**src/rtl/fpu_pkg.sv**
```systemverilog
// fpu_pkg - shared definitions for the sequential FPU divider.
//   div_state_t : divider FSM states {IDLE, DIV, NORM, DONE}
//   BIAS, QNAN_32, INF_32, ZERO_32 : default binary32 constants
//   bias_of / exp_ones / is_nan / is_inf / is_zero : width-parametrised helpers.
//   Exponent and fraction fields are passed zero-extended to MAX_EXP_W / MAX_MAN_W bits.
package fpu_pkg;

    typedef enum logic [1:0] {IDLE, DIV, NORM, DONE} div_state_t;

    localparam int MAX_EXP_W = 16;
    localparam int MAX_MAN_W = 64;

    localparam int          BIAS    = 127;
    localparam logic [31:0] QNAN_32 = 32'h7FC0_0000;
    localparam logic [31:0] INF_32  = 32'h7F80_0000;
    localparam logic [31:0] ZERO_32 = 32'h0000_0000;

    function automatic int bias_of(input int exp_w);
        return (1 << (exp_w - 1)) - 1;
    endfunction

    function automatic logic [MAX_EXP_W-1:0] exp_ones(input int exp_w);
        return MAX_EXP_W'((1 << exp_w) - 1);
    endfunction

    function automatic logic is_nan(input logic [MAX_EXP_W-1:0] e,
                                    input logic [MAX_MAN_W-1:0] f,
                                    input int exp_w);
        return (e == exp_ones(exp_w)) && (f != '0);
    endfunction

    function automatic logic is_inf(input logic [MAX_EXP_W-1:0] e,
                                    input logic [MAX_MAN_W-1:0] f,
                                    input int exp_w);
        return (e == exp_ones(exp_w)) && (f == '0);
    endfunction

    // Denormals count as zero: inputs are flushed to signed zero.
    function automatic logic is_zero(input logic [MAX_EXP_W-1:0] e);
        return e == '0;
    endfunction

endpackage

```
**src/rtl/fpu_div_mant_iter.sv**
```systemverilog
// fpu_div_mant_iter - radix-2 restoring mantissa divider, one quotient bit per enable.
//   load      : start a new division with dividend/divisor (both 1.f, hidden bit set)
//   en        : perform one step (compare, subtract, shift)
//   quo       : quotient bits, MSB has weight 2^0
//   rem_nz    : partial remainder is non-zero (sticky source)
//   last_step : the step taken on this enable is the final (MAN_W+3)th one
module fpu_div_mant_iter
    import fpu_pkg::*;
#(
    parameter int MAN_W = 23
) (
    input  logic             clk,
    input  logic             rst,
    input  logic             load,
    input  logic             en,
    input  logic [MAN_W:0]   dividend,
    input  logic [MAN_W:0]   divisor,
    output logic [MAN_W+2:0] quo,
    output logic             rem_nz,
    output logic             last_step
);

    localparam int QW = MAN_W + 3;
    localparam int CW = $clog2(QW + 1);

    // Remainder stays below 2*divisor, so two spare bits above the mantissa suffice.
    logic [QW-1:0] rem;
    logic [MAN_W:0] dvs;
    logic [CW-1:0] cnt;
    logic [QW-1:0] dvs_ext;
    logic          ge;
    logic [QW-1:0] rem_next;

    always_comb begin
        dvs_ext  = {2'b00, dvs};
        ge       = (rem >= dvs_ext);
        rem_next = ge ? (rem - dvs_ext) : rem;
    end

    always_ff @(posedge clk) begin
        if (rst) begin
            rem <= '0;
            dvs <= '0;
            quo <= '0;
            cnt <= '0;
        end else if (load) begin
            rem <= {2'b00, dividend};
            dvs <= divisor;
            quo <= '0;
            cnt <= '0;
        end else if (en) begin
            rem <= rem_next << 1;
            quo <= {quo[QW-2:0], ge};
            cnt <= cnt + CW'(1);
        end
    end

    assign last_step = (cnt == CW'(QW - 1));
    assign rem_nz    = |rem;

endmodule

```
**src/rtl/fpu_seq_divider.sv**
```systemverilog
// fpu_seq_divider - multi-cycle IEEE-754 divider (A / B), one operation in flight.
//   clk, rst          : clock, synchronous active-high reset
//   in_valid/in_ready : operand handshake; in_ready is high only in IDLE
//   A, B              : dividend, divisor (captured on accept)
//   out_valid/out_ready : result handshake; result and flags hold until accepted
//   result            : quotient
//   overflow, underflow, div_by_zero, invalid : exception flags
// Handshake: a transfer happens on a rising edge where valid && ready are both high;
// the producer holds its data stable while valid is high and ready is low.
// Build option: FPU_DIV_RNE_EN selects round-to-nearest-even; otherwise truncate.
module fpu_seq_divider
    import fpu_pkg::*;
#(
    parameter int EXP_W = 8,
    parameter int MAN_W = 23,
    parameter int WIDTH = 1 + EXP_W + MAN_W
) (
    input  logic             clk,
    input  logic             rst,
    input  logic             in_valid,
    output logic             in_ready,
    input  logic [WIDTH-1:0] A,
    input  logic [WIDTH-1:0] B,
    output logic             out_valid,
    input  logic             out_ready,
    output logic [WIDTH-1:0] result,
    output logic             overflow,
    output logic             underflow,
    output logic             div_by_zero,
    output logic             invalid
);

    localparam int EW = EXP_W + 2;
    localparam int QW = MAN_W + 3;
    localparam logic signed [EW-1:0] BIAS_S = EW'(bias_of(EXP_W));
    localparam logic signed [EW-1:0] EMAX_S = EW'((1 << EXP_W) - 1);
    localparam logic signed [EW-1:0] ONE_S  = EW'(1);
    localparam logic signed [EW-1:0] ZERO_S = EW'(0);
    localparam logic [WIDTH-1:0] QNAN = {1'b0, {EXP_W{1'b1}}, 1'b1, {(MAN_W-1){1'b0}}};
`ifdef FPU_DIV_RNE_EN
    localparam logic RNE_EN = 1'b1;
`else
    localparam logic RNE_EN = 1'b0;
`endif

    div_state_t state;

    // Operand unpack and special-case detection (combinational on the inputs).
    logic             sign_a, sign_b, sign_q;
    logic [EXP_W-1:0] exp_a, exp_b;
    logic [MAN_W-1:0] frac_a, frac_b;
    logic             nan_a, nan_b, inf_a, inf_b, zero_a, zero_b;
    logic             spec_hit, spec_inv, spec_dbz;
    logic [WIDTH-1:0] spec_res;
    logic signed [EW-1:0] exp_in;

    assign {sign_a, exp_a, frac_a} = A;
    assign {sign_b, exp_b, frac_b} = B;

    always_comb begin
        sign_q = sign_a ^ sign_b;
        nan_a  = is_nan(MAX_EXP_W'(exp_a), MAX_MAN_W'(frac_a), EXP_W);
        nan_b  = is_nan(MAX_EXP_W'(exp_b), MAX_MAN_W'(frac_b), EXP_W);
        inf_a  = is_inf(MAX_EXP_W'(exp_a), MAX_MAN_W'(frac_a), EXP_W);
        inf_b  = is_inf(MAX_EXP_W'(exp_b), MAX_MAN_W'(frac_b), EXP_W);
        zero_a = is_zero(MAX_EXP_W'(exp_a));
        zero_b = is_zero(MAX_EXP_W'(exp_b));
        exp_in = $signed({2'b00, exp_a}) - $signed({2'b00, exp_b}) + BIAS_S;

        spec_hit = 1'b1;
        spec_inv = 1'b0;
        spec_dbz = 1'b0;
        spec_res = '0;
        if (nan_a || nan_b || (zero_a && zero_b) || (inf_a && inf_b)) begin
            spec_res = QNAN;
            spec_inv = 1'b1;
        end else if (inf_a) begin
            spec_res = {sign_q, {EXP_W{1'b1}}, {MAN_W{1'b0}}};
        end else if (zero_b) begin
            spec_res = {sign_q, {EXP_W{1'b1}}, {MAN_W{1'b0}}};
            spec_dbz = 1'b1;
        end else if (zero_a || inf_b) begin
            spec_res = {sign_q, {(WIDTH-1){1'b0}}};
        end else begin
            spec_hit = 1'b0;
        end
    end

    // Mantissa division.
    logic          iter_load, iter_en, iter_last, rem_nz;
    logic [QW-1:0] quo;

    assign in_ready  = (state == IDLE);
    assign iter_load = in_ready && in_valid && !spec_hit;
    assign iter_en   = (state == DIV);

    fpu_div_mant_iter #(.MAN_W(MAN_W)) u_iter (
        .clk       (clk),
        .rst       (rst),
        .load      (iter_load),
        .en        (iter_en),
        .dividend  ({1'b1, frac_a}),
        .divisor   ({1'b1, frac_b}),
        .quo       (quo),
        .rem_nz    (rem_nz),
        .last_step (iter_last)
    );

    // Normalise, round, range-check and pack.
    logic                 sign_r;
    logic signed [EW-1:0] exp_r, e_n, e_f;
    logic                 q_hi, guard, sticky, round_up, carry, ovf, unf;
    logic [MAN_W:0]       mant;
    logic [MAN_W+1:0]     mant_r;
    logic [WIDTH-1:0]     norm_res;

    always_comb begin
        // Quotient lies in (0.5, 2): a clear top bit means shift left by one.
        q_hi     = quo[QW-1];
        mant     = q_hi ? quo[QW-1:2] : quo[QW-2:1];
        guard    = q_hi ? quo[1] : quo[0];
        sticky   = q_hi ? (quo[0] | rem_nz) : rem_nz;
        e_n      = q_hi ? exp_r : (exp_r - ONE_S);
        round_up = RNE_EN & guard & (sticky | mant[0]);
        mant_r   = {1'b0, mant} + {{(MAN_W+1){1'b0}}, round_up};
        // Rounding 1.11..1 up gives 10.00..0: fraction is already zero, bump exponent.
        carry    = (mant_r[MAN_W+1:MAN_W] == 2'b10);
        e_f      = e_n + (carry ? ONE_S : ZERO_S);
        ovf      = (e_f >= EMAX_S);
        unf      = !ovf && (e_f <= ZERO_S);
        if (ovf)
            norm_res = {sign_r, {EXP_W{1'b1}}, {MAN_W{1'b0}}};
        else if (unf)
            norm_res = {sign_r, {(WIDTH-1){1'b0}}};
        else
            norm_res = {sign_r, e_f[EXP_W-1:0], mant_r[MAN_W-1:0]};
    end

    always_ff @(posedge clk) begin
        if (rst) begin
            state       <= IDLE;
            out_valid   <= 1'b0;
            result      <= '0;
            overflow    <= 1'b0;
            underflow   <= 1'b0;
            div_by_zero <= 1'b0;
            invalid     <= 1'b0;
            sign_r      <= 1'b0;
            exp_r       <= '0;
        end else begin
            case (state)
                IDLE: begin
                    if (in_valid) begin
                        sign_r <= sign_q;
                        exp_r  <= exp_in;
                        if (spec_hit) begin
                            result      <= spec_res;
                            invalid     <= spec_inv;
                            div_by_zero <= spec_dbz;
                            overflow    <= 1'b0;
                            underflow   <= 1'b0;
                            out_valid   <= 1'b1;
                            state       <= DONE;
                        end else begin
                            state <= DIV;
                        end
                    end
                end
                DIV: begin
                    if (iter_last) state <= NORM;
                end
                NORM: begin
                    result      <= norm_res;
                    overflow    <= ovf;
                    underflow   <= unf;
                    invalid     <= 1'b0;
                    div_by_zero <= 1'b0;
                    out_valid   <= 1'b1;
                    state       <= DONE;
                end
                DONE: begin
                    if (out_ready) begin
                        out_valid <= 1'b0;
                        state     <= IDLE;
                    end
                end
                default: state <= IDLE;
            endcase
        end
    end

endmodule

```
**config.mk**
```make
export PLATFORM = sky130hd
export DESIGN_NAME = fpu_seq_divider
export DESIGN_NICKNAME = d
export VERILOG_FILES = /design/src/rtl/fpu_pkg.sv /design/src/rtl/fpu_div_mant_iter.sv /design/src/rtl/fpu_seq_divider.sv
export SDC_FILE = /design/constraint.sdc
export NUM_CORES = 1
export LEC_CHECK = 0
export BUFFER_PORTS_ARGS = -buffer_cell sky130_fd_sc_hd__buf_4
export CAP_MARGIN = 30
export CORE_ASPECT_RATIO = 0.7
export CORE_MARGIN = 2
export CORE_UTILIZATION = 53
export DETAILED_ROUTE_END_ITERATION = 7
export GPL_TIMING_DRIVEN = 0
export PLACE_DENSITY = 0.74
export SLEW_MARGIN = 25
export SYNTH_ARGS = -nofsm -noshare
export SYNTH_HDL_FRONTEND = slang
export SYNTH_HIERARCHICAL = 1
export SYNTH_SLANG_ARGS = --single-unit
```
**constraint.sdc**
```tcl
create_clock -name clk -period 8.2 [get_ports clk]
set_clock_uncertainty 0.1 [all_clocks]
set_input_delay 0 -clock clk [delete_from_list [all_inputs] [get_ports clk]]
set_output_delay 0 -clock clk [all_outputs]
set_load 0.01 [all_outputs]
```
==> results.toml <==
[run_status]
status = "completed"

[yosys]
avgSynthCellArea_sq_um = 8.26
yosysWarnings = 6
syn_area_sq_um = 7780
synthCells = 942

[die]
core-area_sq_um = 14500
pin_count = 106
dieWidth_um = 149
die-area_sq_um = 15700
die_h_um = 105
start_util_pct = 53.5
rows = 37

[power_and_ir_drop]
intPower_mw = 2.13
power_frac_clock_pct = 19.7
p_leak_nw = 4.01
p_seq_share_pct = 21.4
swShare_pct = 46.3
vdd_ir_drop_max_mv = 0.247
p_total_mw = 3.96
powerDensity_nw_per_um2 = 398
power_frac_comb_pct = 58.8
power.switching_mw = 1.83

[clock_network]
clk_latency_ns = 0.41
htree_levels = 4
cts_tree = "built"
cts_made_buffers = 17
post_cts_buffers = 0
cts_sinks = 131
clk_pin_slew_ns = 0.07
clockBufferDepth = 2
cts_root_buf = "clkbuf_16"

[global_route]
grt_start_max_net_pins = 17
grt_pass1_wl_um = 36800
grt.overflow.total = 0
grt_pass1_vias = 7192
track_usage_pct = 29.6
antenna_found_initial = 0

[timing]
drv_slew = 0
tightest_slew_ns = 0.838
rsz0062_at_grt = "false"
fmax_ghz = 0.302
setup_viol = 0
final.period_utilization_pct = 40.4
finalCriticalPeriod_ns = 3.31
tns_ns = 0
timing.slew.headroom_pct = 44.1
hold_viol_final = 0

[worst_setup_path]
critPathArrivalTime_ns = 3.49
start_kind = "register"
cp_data_required_time_ns = 8.38
path_class = "register to register"
end_kind = "register"
path_max_fanout = 10

[finish]
final_util_pct = 68.4
fillers = 1214
fin_nets = 1229
multi_input_area_sq_um = 4710
syn2layout_area_growth_pct = 27.8
drive_above_1_share_pct = 15.3
regArea_sq_um = 2620
n_antenna_cell = 0

[routing]
avgRoutedWirePerCell_um = 17.4
drt_iter0_drc = 770
dr.pass1.iters = 5
via_count = 7633
vias_per_cell = 5.75
drc = 0
ant_nets = 0
drt-total-wl_um = 23100

[placement]
io_buffers = 105
place_congestion = 0.967
hpwl_um = 16200

[job]
cap_viol_max_count = 0

[hold_path]
hold_path.class = "input port to register"
[critical path, stage by stage (launching register included)]
cell,delay [ns]
dfxtp_1,0.39
ha_1,0.19
inv_1,0.05
fa_1,0.45
a211oi_2,0.35
o21ai_2,0.13
a31oi_4,0.23
o21ai_4,0.11
a41oi_4,0.31
buf_6,0.21
buf_6,0.21
mux2i_1,0.30
o22ai_1,0.13
[power groups by stage]
stage | clock network (mW) | logic, mW | registers [mW]
after floorplan | 0 | 1.72 | 0.830
after global placement | 0 | 2.19 | 0.854
after detailed placement | 0 | 2.21 | 0.857
after CTS | 0.789 | 2.26 | 0.844
after global routing | 0.821 | 2.52 | 0.860
final | 0.781 | 2.33 | 0.849
[layer usage]
layer | routed length (um) | up-vias | global-route usage (%)
met5 | 0 | - | 0
met4 | 425 | 0 | 9.05
met3 | 2270 | 46 | 7.88
met2 | 9580 | 337 | 43.2
met1 | 10900 | 3517 | 42.4
li1 | - | 3733 | -
[path summary, 6_finish.rpt]
path / cells after the start / slack, ns / end / from
setup / recovery: 12 / 4.89 / u_iter/rem[10] / u_iter/dvs[0]
hold / removal: 6 / 0.03 / exp_r[9] / A[30]
setup reg to reg: 12 / 4.89 / u_iter/rem[10] / u_iter/dvs[0]
hold reg to reg: 2 / 0.35 / result[3] / result[3]
[stage by stage]
stage	hold WS, ns	instances	area (sq um)	worst slack (ns)
after detailed placement	0.108	1243	8810	5.00
after CTS	0.0259	1327	9940	4.96
final	0.0311	1327	9940	4.89
after global routing	0.107	1327	9940	4.77
after floorplan	0.00999	943	7780	5.46
after global placement	0.111	1243	8810	5.00
[cells in the final DEF (no fill, tap or decap), drive strengths merged, types with 4 or more instances in the layout]
master and count:
nand2b 11, nor3 20, or2 6, nand2 66, a21o 20, nor4 24
nor2b 4, mux2i 79, buf 122, o22ai 7, ha 40, a311oi 6
o211ai 5, a31oi 10, a21oi 59, o21a 4, dlygate4sd3 52, a211oi 26
xnor2 20, a22oi 10, or3 5, nand4 16, o21ai 66, xor2 23
dfxtp 131, clkbuf 51, nor2 121, inv 66, nand3 14
[cell type report]
type / count / area share [%]
Tap cell: 195 / 2.45
Buffer: 51 / 2.44
Multi-Input combinational cell: 706 / 47.4
Clock buffer: 17 / 4.28
Inverter: 55 / 2.08
Sequential cell: 131 / 26.4
Timing Repair Buffer: 157 / 13.2
Clock inverter: 15 / 1.80
[sequential cells by signal, indices dropped and copies added, names as in the netlist]
register     flops
div_by_zero      1
exp_r           10
invalid          1
out_valid        1
overflow         1
result          32
sign_r           1
state            2
u_iter/cnt       5
u_iter/dvs      24
u_iter/quo      26
u_iter/rem      26
underflow        1
[what timing repair did]
action / CTS / global route
hold endpoints to repair: 52 / 0
setup endpoints to repair: 0 / 0
hold buffers: 52 / 0
resized for setup: 0 / 0
Note: power is estimated with default switching activity, not from simulation.
